<file path="src/rtl/hazard_ctrl.sv">
// Pipeline sequencing controller: memory-wait FSM, load-use bubbles and branch flushes.
// Optional performance counters are built when HAZARD_PERF_EN is defined.
package controlmux;
  typedef enum logic {zero = 1'b0, ctrl = 1'b1} controlmux_sel_t;
endpackage

module hazard_ctrl #(
  parameter int unsigned CNT_WIDTH = 32
) (
  input  logic                        clk,
  input  logic                        rst,
  input  logic [4:0]                  id_rs1_i,
  input  logic [4:0]                  id_rs2_i,
  input  logic                        id_uses_rs1_i,
  input  logic                        id_uses_rs2_i,
  input  logic                        ex_mem_read_i,
  input  logic [4:0]                  ex_rd_i,
  input  logic                        imem_req_i,
  input  logic                        imem_resp_i,
  input  logic                        dmem_req_i,
  input  logic                        dmem_resp_i,
  input  logic                        br_taken_i,
  output logic                        pc_load_o,
  output logic                        if_id_load_o,
  output logic                        id_ex_load_o,
  output logic                        ex_mem_load_o,
  output logic                        mem_wb_load_o,
  output logic                        if_id_flush_o,
  output controlmux::controlmux_sel_t controlmux_sel_o
`ifdef HAZARD_PERF_EN
  ,
  output logic [CNT_WIDTH-1:0]        stall_cycles_o,
  output logic [CNT_WIDTH-1:0]        bubble_cnt_o
`endif
);

  typedef enum logic {StRun, StMemWait} state_e;

  state_e state_q;
  logic   i_done_q, d_done_q;
  logic   wait_sat, mem_stall, load_use;

  // Sticky bits are only ever set while waiting, so in StRun this reduces to the entry test.
  assign wait_sat  = (!imem_req_i || i_done_q || imem_resp_i) &&
                     (!dmem_req_i || d_done_q || dmem_resp_i);
  assign mem_stall = !wait_sat;
  assign load_use  = ex_mem_read_i && (ex_rd_i != 5'd0) &&
                     ((id_uses_rs1_i && (id_rs1_i == ex_rd_i)) ||
                      (id_uses_rs2_i && (id_rs2_i == ex_rd_i)));

  always_comb begin
    pc_load_o        = 1'b0;
    if_id_load_o     = 1'b0;
    id_ex_load_o     = 1'b0;
    ex_mem_load_o    = 1'b0;
    mem_wb_load_o    = 1'b0;
    if_id_flush_o    = 1'b0;
    controlmux_sel_o = controlmux::zero;
    if (!rst) begin
      controlmux_sel_o = controlmux::zero;
    end else if (mem_stall) begin
      controlmux_sel_o = controlmux::ctrl;
    end else if (br_taken_i) begin
      {pc_load_o, if_id_load_o, id_ex_load_o, ex_mem_load_o, mem_wb_load_o} = 5'b11111;
      if_id_flush_o = 1'b1;
    end else if (load_use) begin
      {id_ex_load_o, ex_mem_load_o, mem_wb_load_o} = 3'b111;
    end else begin
      {pc_load_o, if_id_load_o, id_ex_load_o, ex_mem_load_o, mem_wb_load_o} = 5'b11111;
      controlmux_sel_o = controlmux::ctrl;
    end
  end

  always_ff @(posedge clk) begin
    if (!rst) begin
      state_q  <= StRun;
      i_done_q <= 1'b0;
      d_done_q <= 1'b0;
`ifdef HAZARD_PERF_EN
      stall_cycles_o <= '0;
      bubble_cnt_o   <= '0;
`endif
    end else begin
      if (wait_sat) begin
        state_q  <= StRun;
        i_done_q <= 1'b0;
        d_done_q <= 1'b0;
      end else begin
        // Capture responses even on the entry edge so an early pulse is not lost.
        state_q <= StMemWait;
        if (imem_req_i && imem_resp_i) i_done_q <= 1'b1;
        if (dmem_req_i && dmem_resp_i) d_done_q <= 1'b1;
      end
`ifdef HAZARD_PERF_EN
      if (mem_stall) stall_cycles_o <= stall_cycles_o + 1'b1;
      else if (br_taken_i || load_use) bubble_cnt_o <= bubble_cnt_o + 1'b1;
`endif
    end
  end

endmodule

</file>
<file path="config.mk">
export PLATFORM = sky130hd
export DESIGN_NAME = hazard_ctrl
export DESIGN_NICKNAME = d
export VERILOG_FILES = /design/src/rtl/hazard_ctrl.sv
export SDC_FILE = /design/constraint.sdc
export NUM_CORES = 1
export LEC_CHECK = 0
export ABC_AREA = 1
export CAP_MARGIN = 20
export CORE_AREA = 2 2 39 41
export CTS_CLUSTER_SIZE = 10
export DETAILED_ROUTE_END_ITERATION = 16
export DIE_AREA = 0 0 41 43
export GPL_ROUTABILITY_DRIVEN = 0
export GPL_TIMING_DRIVEN = 0
export PLACE_DENSITY_LB_ADDON = 0.2
export SYNTH_ARGS = -nofsm -noshare
export SYNTH_HDL_FRONTEND = slang
export SYNTH_SLANG_ARGS = --single-unit
</file>
<file path="constraint.sdc">
create_clock -name clk -period 1.3 [get_ports clk]
set_input_delay 0.26 -clock clk [delete_from_list [all_inputs] [get_ports clk]]
set_output_delay 0.26 -clock clk [all_outputs]
set_load 0.01 [all_outputs]
</file>
# After elaboration in Yosys (flattened, before gate mapping)
# Cells that the tools add are included.
# op_classes
n_mux	12
eq_ne	2
reduce_logical	16
bitwise_logic	1
# ops
op	count
two-way mux 1 bit	12
equality test 5 bit	2
logical AND 1 bit	7
logical OR 1 bit	5
nonzero test 5 bit	1
zero test 1 bit	2
OR reduction 2 bit	1
inverter 1 bit	1
# totals
word_cells	33
ff_bits	2

# Logic depth before layout (Yosys ltp)
# logic_depth
word_depth	8
ltp_mapped	10
mapped_depth_nobuf	9

# Worst setup path after synthesis
# No wires, ideal clock.
# synth_path
path_kind	register to output
startpoint	register i_done_q
endpoint	output pc_load_o
path_buffers	1
path_stages_with_launch	8
arrival_ps	1130
required_ps	1040
setup_slack_ps	-90
path_cell_list	dfxtp_1 > inv_1 > nand2_1 > o22ai_1 > nor2_1 > nand2_1 > nand2_1 > buf_4
# synth_between
elab_chain_len	5
# synth_lines
element	line_no	source
start: declaration	40	logic i_done_q, d_done_q;
start signal: assignment	77	i_done_q <= 1'b0;
start signal: assignment	86	i_done_q <= 1'b0;
start signal: assignment	91	if (imem_req_i && imem_resp_i) i_done_q <= 1'b1;
logical OR 1 bit (2 in a row)	44	assign wait_sat = (!imem_req_i || i_done_q || imem_resp_i) &&
logical AND 1 bit	44	
two-way mux 1 bit (2 in a row)	-	
end: declaration	23	output logic pc_load_o,
# Every way passes these cells.

# Final worst setup path
# layout_path
startpoint	register i_done_q
endpoint	output pc_load_o
# layout_between
elab_chain_len	5
# layout_lines
element	line_no	source
logical OR 1 bit (2 in a row)	44	
logical AND 1 bit	44	
two-way mux 1 bit	61	end else if (mem_stall) begin
two-way mux 1 bit	59	if (!rst) begin
# Every way passes these cells.

==> impl.org <==
** Yosys
- In this run, distinct cell masters in the synthesized netlist total 12.
- Cells after synthesis :: 81
- Cell taking the most area after synthesis :: sky130_fd_sc_hd__nand2_1
- Leading post-synthesis cells by cell area :: sky130_fd_sc_hd__nand2_1 (38%), sky130_fd_sc_hd__inv_1 (18%), sky130_fd_sc_hd__nor2_1 (12%)
- Post-synth net total :: 106
- The synthesized design contains 2 register bits.
- Summing the sequential cell areas from Yosys gives 11.07% of the chip area.
- The synthesized design devotes to its leading area cell type 38.41% of total area.
- In this run the mean area of a mapped cell was 4.464 um^2.
- During synthesis, Yosys emitted a total of 0 warnings.
- Post-synthesis cell area :: 361.6 um^2

** Timing
- Across the routed clock network, the largest skew measured is 3.816 ps.
- Number of failing setup endpoints in the final timing report :: 7
- Measured against its own limit, the worst slew margin works out to 88.90%.
- Setup slack on the critical path of the routed design comes to -154.0 ps.
- At the pin with the least slew margin, the transition time is 166.4 ps.
- Of the available clock period, the critical path in the final layout requires 111.8%.
- Unrepaired setup endpoints after global routing :: true
- Maximum clock frequency :: 0.6877 GHz
- Clock period minus final worst setup slack :: 1454 ps
- The max-slew violation count was 0.
- Final hold violations :: 0

** Finish
- Number of filler instances in the final layout :: 163
- Cell area after layout :: 695.7 um^2
- 0 antenna diodes ended up in the layout.
- Net count of the finished layout :: 144
- Measured on the finished design, the core utilization comes to 50.27%.
- Area delta synth->final :: 92.39%
- In the final layout, the share of cells above drive strength 1 is 40.17%.
- The finished layout holds 133 standard cells, fillers aside.

** Drt
- Number of nets with antenna violations after detailed routing :: 0
- DRC :: 0
- After detailed routing, the met3 layer carries 88 um of wire.
- Highest routing layer actually used :: met4
- Via total after detailed routing :: 545
- After detailed routing, the met2 layer carries 446 um of wire.
- Routed WL :: 986 um
- After detailed routing, the wire length on met1 is 441 um.
- Routed wirelength normalized by instance count :: 7.414 um
- In this run, the number of DRC markers left after iteration 0 of detailed routing was 11.
- TritonRoute pass-1 iters :: 3
- In the routed layout, each cell is associated on average with a via count of 4.098.

** Placed design
- Placed Instances :: 128
- Post-DP HPWL :: 795.6 um
- Summing all placed instances gives a cell area of 694.4 um^2.
- OpenSTA, run right after detailed placement, puts the worst setup slack at -920.8 ps.
- Number of port buffers :: 31

** Worst setup path
- Worst path max stage delay :: 310 ps
- Max stage delay cell, worst path :: sky130_fd_sc_hd__dfxtp_2
- Worst r2r dst :: i_done_q
- The critical path is of the flop to output pin type.
- The startpoint identified for the worst register-to-register timing path is i_done_q.
- STA puts the critical path data arrival time at 1190 ps.
- Worst setup path startpoint :: i_done_q
- Nature of the critical path startpoint :: flop
- STA classifies the critical path endpoint as an output pin.
- At the worst endpoint, the required time is 1040 ps.
- The cell that appears most often on the critical path is sky130_fd_sc_hd__nand2_1.
- On the critical path the largest part of the delay comes from flip-flops.
- Number of cells on the worst reg-to-reg path :: 6
- Number of buffer and inverter stages on the critical path :: 3
- Largest fanout of any net on the critical path :: 4
- The setup check on the worst reg-to-reg path leaves a slack of 440 ps.
- Critical-path cell list :: inv_2 -> nand2_2 -> o22ai_2 -> nor2_2 -> nand2_1 -> nand2_1 -> buf_4 -> buf_6

** Floorplanning
- Die outline width :: 41 um
- The floorplan step defined a die boundary enclosing 1763 um^2.
- In this run the standard cell core region covers 1384 um^2.
- After floorplanning, the core was divided into 14 placement rows.
- Die height :: 43 um
- Once the floorplan was initialized, standard cells occupied 26.13% of the core.
- Pin placement for this block handled 32 I/O pins.

** Clock network
- Cell at the root of the clock tree :: sky130_fd_sc_hd__clkbuf_4
- Clock-pin slew was measured on the worst setup and hold paths at 30 ps.
- Clock tree synthesis inserted a total of 3 buffers.
- Insertion delay of the later-clocked pin in the worst-skew pair :: 230 ps
- Number of clock sinks seen by CTS :: 2
- No sink is reached through more buffers than the 2 on the longest clock path.
- TritonCTS built the clock tree.
- H-tree depth :: 1
- In this run, post-CTS hold repair placed 0 buffers.

** Pwr
- Pleak :: 0.4485 nW
- The share of total power dissipated in sequential elements is 16.1%.
- Overall power consumption after layout is estimated at 409.4 uW.
- Internal portion of total power :: 279.8 uW
- Switching power :: 129.6 uW
- Switching share of power :: 31.66%
- Dividing total power by cell area gives a power density of 588.6 nW/um^2.
- IR analysis of the VDD net gives a maximum drop of 0.0003617 V.
- Combinational group share of total power :: 49.6%
- Clock network fraction of total power :: 34.4%

** GRT
- The first global-routing pass estimated 1.559 mm of wire.
- In the global route stage, overall resource usage came out at 12.32%.
- The initial antenna violation count was 0.
- The number of global-route vias before repair came to 431.
- Maximum number of pins on one net before global-route repair :: 5
- Overall overflow remaining after global route :: 0

** Worst hold path
- Class of the tightest hold or removal check :: input port to flop
- Worst-case hold path end point :: d_done_q
- In this run the most critical hold path is launched from dmem_resp_i.
- Worst hold path depth :: 3

** Status
- Violated checks :: setup timing
- Run status :: finished with violations

** Job
- Reported max-cap violation count :: 0
-- kinds of logic (layout without fill, tap and decap cells) --
| family | count (synthesis) | after routing | synth area share (%) |
|---|---|---|---|
| simple gates | 53 | 53 | 57.09 |
| flops | 2 | 2 | 11.07 |
| buf+inv | 22 | 58 | 25.95 |
| compound gates | 4 | 4 | 5.882 |
-- metrics by stage --
| step | hold WS [ps] | setup TNS, ps |
|---|---|---|
| 3_5_place_dp | 479.8 | -5328 |
| 3_3_place_gp | 469.1 | -5253 |
| 6_report | 313.9 | -670.2 |
| 4_1_cts | 415.0 | -919.1 |
| 2_1_floorplan | 412.5 | 0 |
| 5_1_grt | 357.6 | -1199 |
-- registers in the layout, summed over array words and instances, names as in the netlist --
name	cells
d_done_q	1
i_done_q	1
-- cells in the final DEF (no fill, tap or decap), drive strengths merged --
cell	synthesis	final
a21oi	2	2
nand3	2	2
nor2	12	12
inv	19	19
dlygate4sd2	0	7
o21ai	1	1
buf	3	26
clkdlybuf4s15	0	1
o22ai	1	1
nand2	38	38
clkbuf	0	4
dfxtp	2	2
nand4	1	1
clkdlybuf4s50	0	1
-- final cells by class --
| cell class | count | area (um^2) | area share [%] |
|---|---|---|---|
| sequential | 2 | 41.29 | 5.935 |
| multi-input combinational | 57 | 251.5 | 36.15 |
| inverter | 19 | 71.32 | 10.25 |
| timing repair buffer | 33 | 259.0 | 37.23 |
| clock buffer | 3 | 22.52 | 3.237 |
| tap | 16 | 20.02 | 2.878 |
| buffer | 3 | 30.03 | 4.317 |
-- power groups by stage --
stage	sequential (mW)	combinational [mW]	clock, mW
after floorplan	0.0657	0.0846	0
after global placement	0.0659	0.207	0
after detailed placement	0.0659	0.208	0
after CTS	0.0655	0.187	0.149
after global routing	0.0660	0.227	0.155
final	0.0658	0.203	0.141
-- synthesized netlist by cell type --
library cell / n
sky130_fd_sc_hd__a21oi_1: 2
sky130_fd_sc_hd__buf_4: 3
sky130_fd_sc_hd__dfxtp_1: 2
sky130_fd_sc_hd__inv_1: 17
sky130_fd_sc_hd__inv_2: 2
sky130_fd_sc_hd__nand2_1: 37
sky130_fd_sc_hd__nand2_2: 1
sky130_fd_sc_hd__nand3_1: 2
sky130_fd_sc_hd__nand4_1: 1
sky130_fd_sc_hd__nor2_1: 12
sky130_fd_sc_hd__o21ai_0: 1
sky130_fd_sc_hd__o22ai_1: 1
-- worst min-delay path, cell delays in order --
cell	delay (ps)
sky130_fd_sc_hd__clkbuf_2	90
sky130_fd_sc_hd__a21oi_1	60
sky130_fd_sc_hd__nor2_1	90
-- worst max-delay path by stage --
stage	cells past startpoint	slack, ps	endpoint
after global placement	12	-910	pc_load_o
after CTS	8	-200	pc_load_o
after detailed placement	12	-920	pc_load_o
after floorplan	7	10	pc_load_o
final	8	-150	pc_load_o
after global routing	8	-240	pc_load_o
-- per-layer routing --
layer | GRT usage (%) | vias up
met5 | 0 | -
met4 | 4.000 | 0
met3 | 3.665 | 2
met2 | 18.75 | 19
met1 | 15.97 | 218
li1 | - | 306
-- what timing repair did --
| item | 4_1_cts | 5_1_grt |
|---|---|---|
| pin swaps | 25 | 14 |
| buffers inserted | 1 | 1 |
| setup endpoints to repair | 7 | 7 |
| gates resized for setup | 105 | 13 |
(Power assumes the default switching activity.)
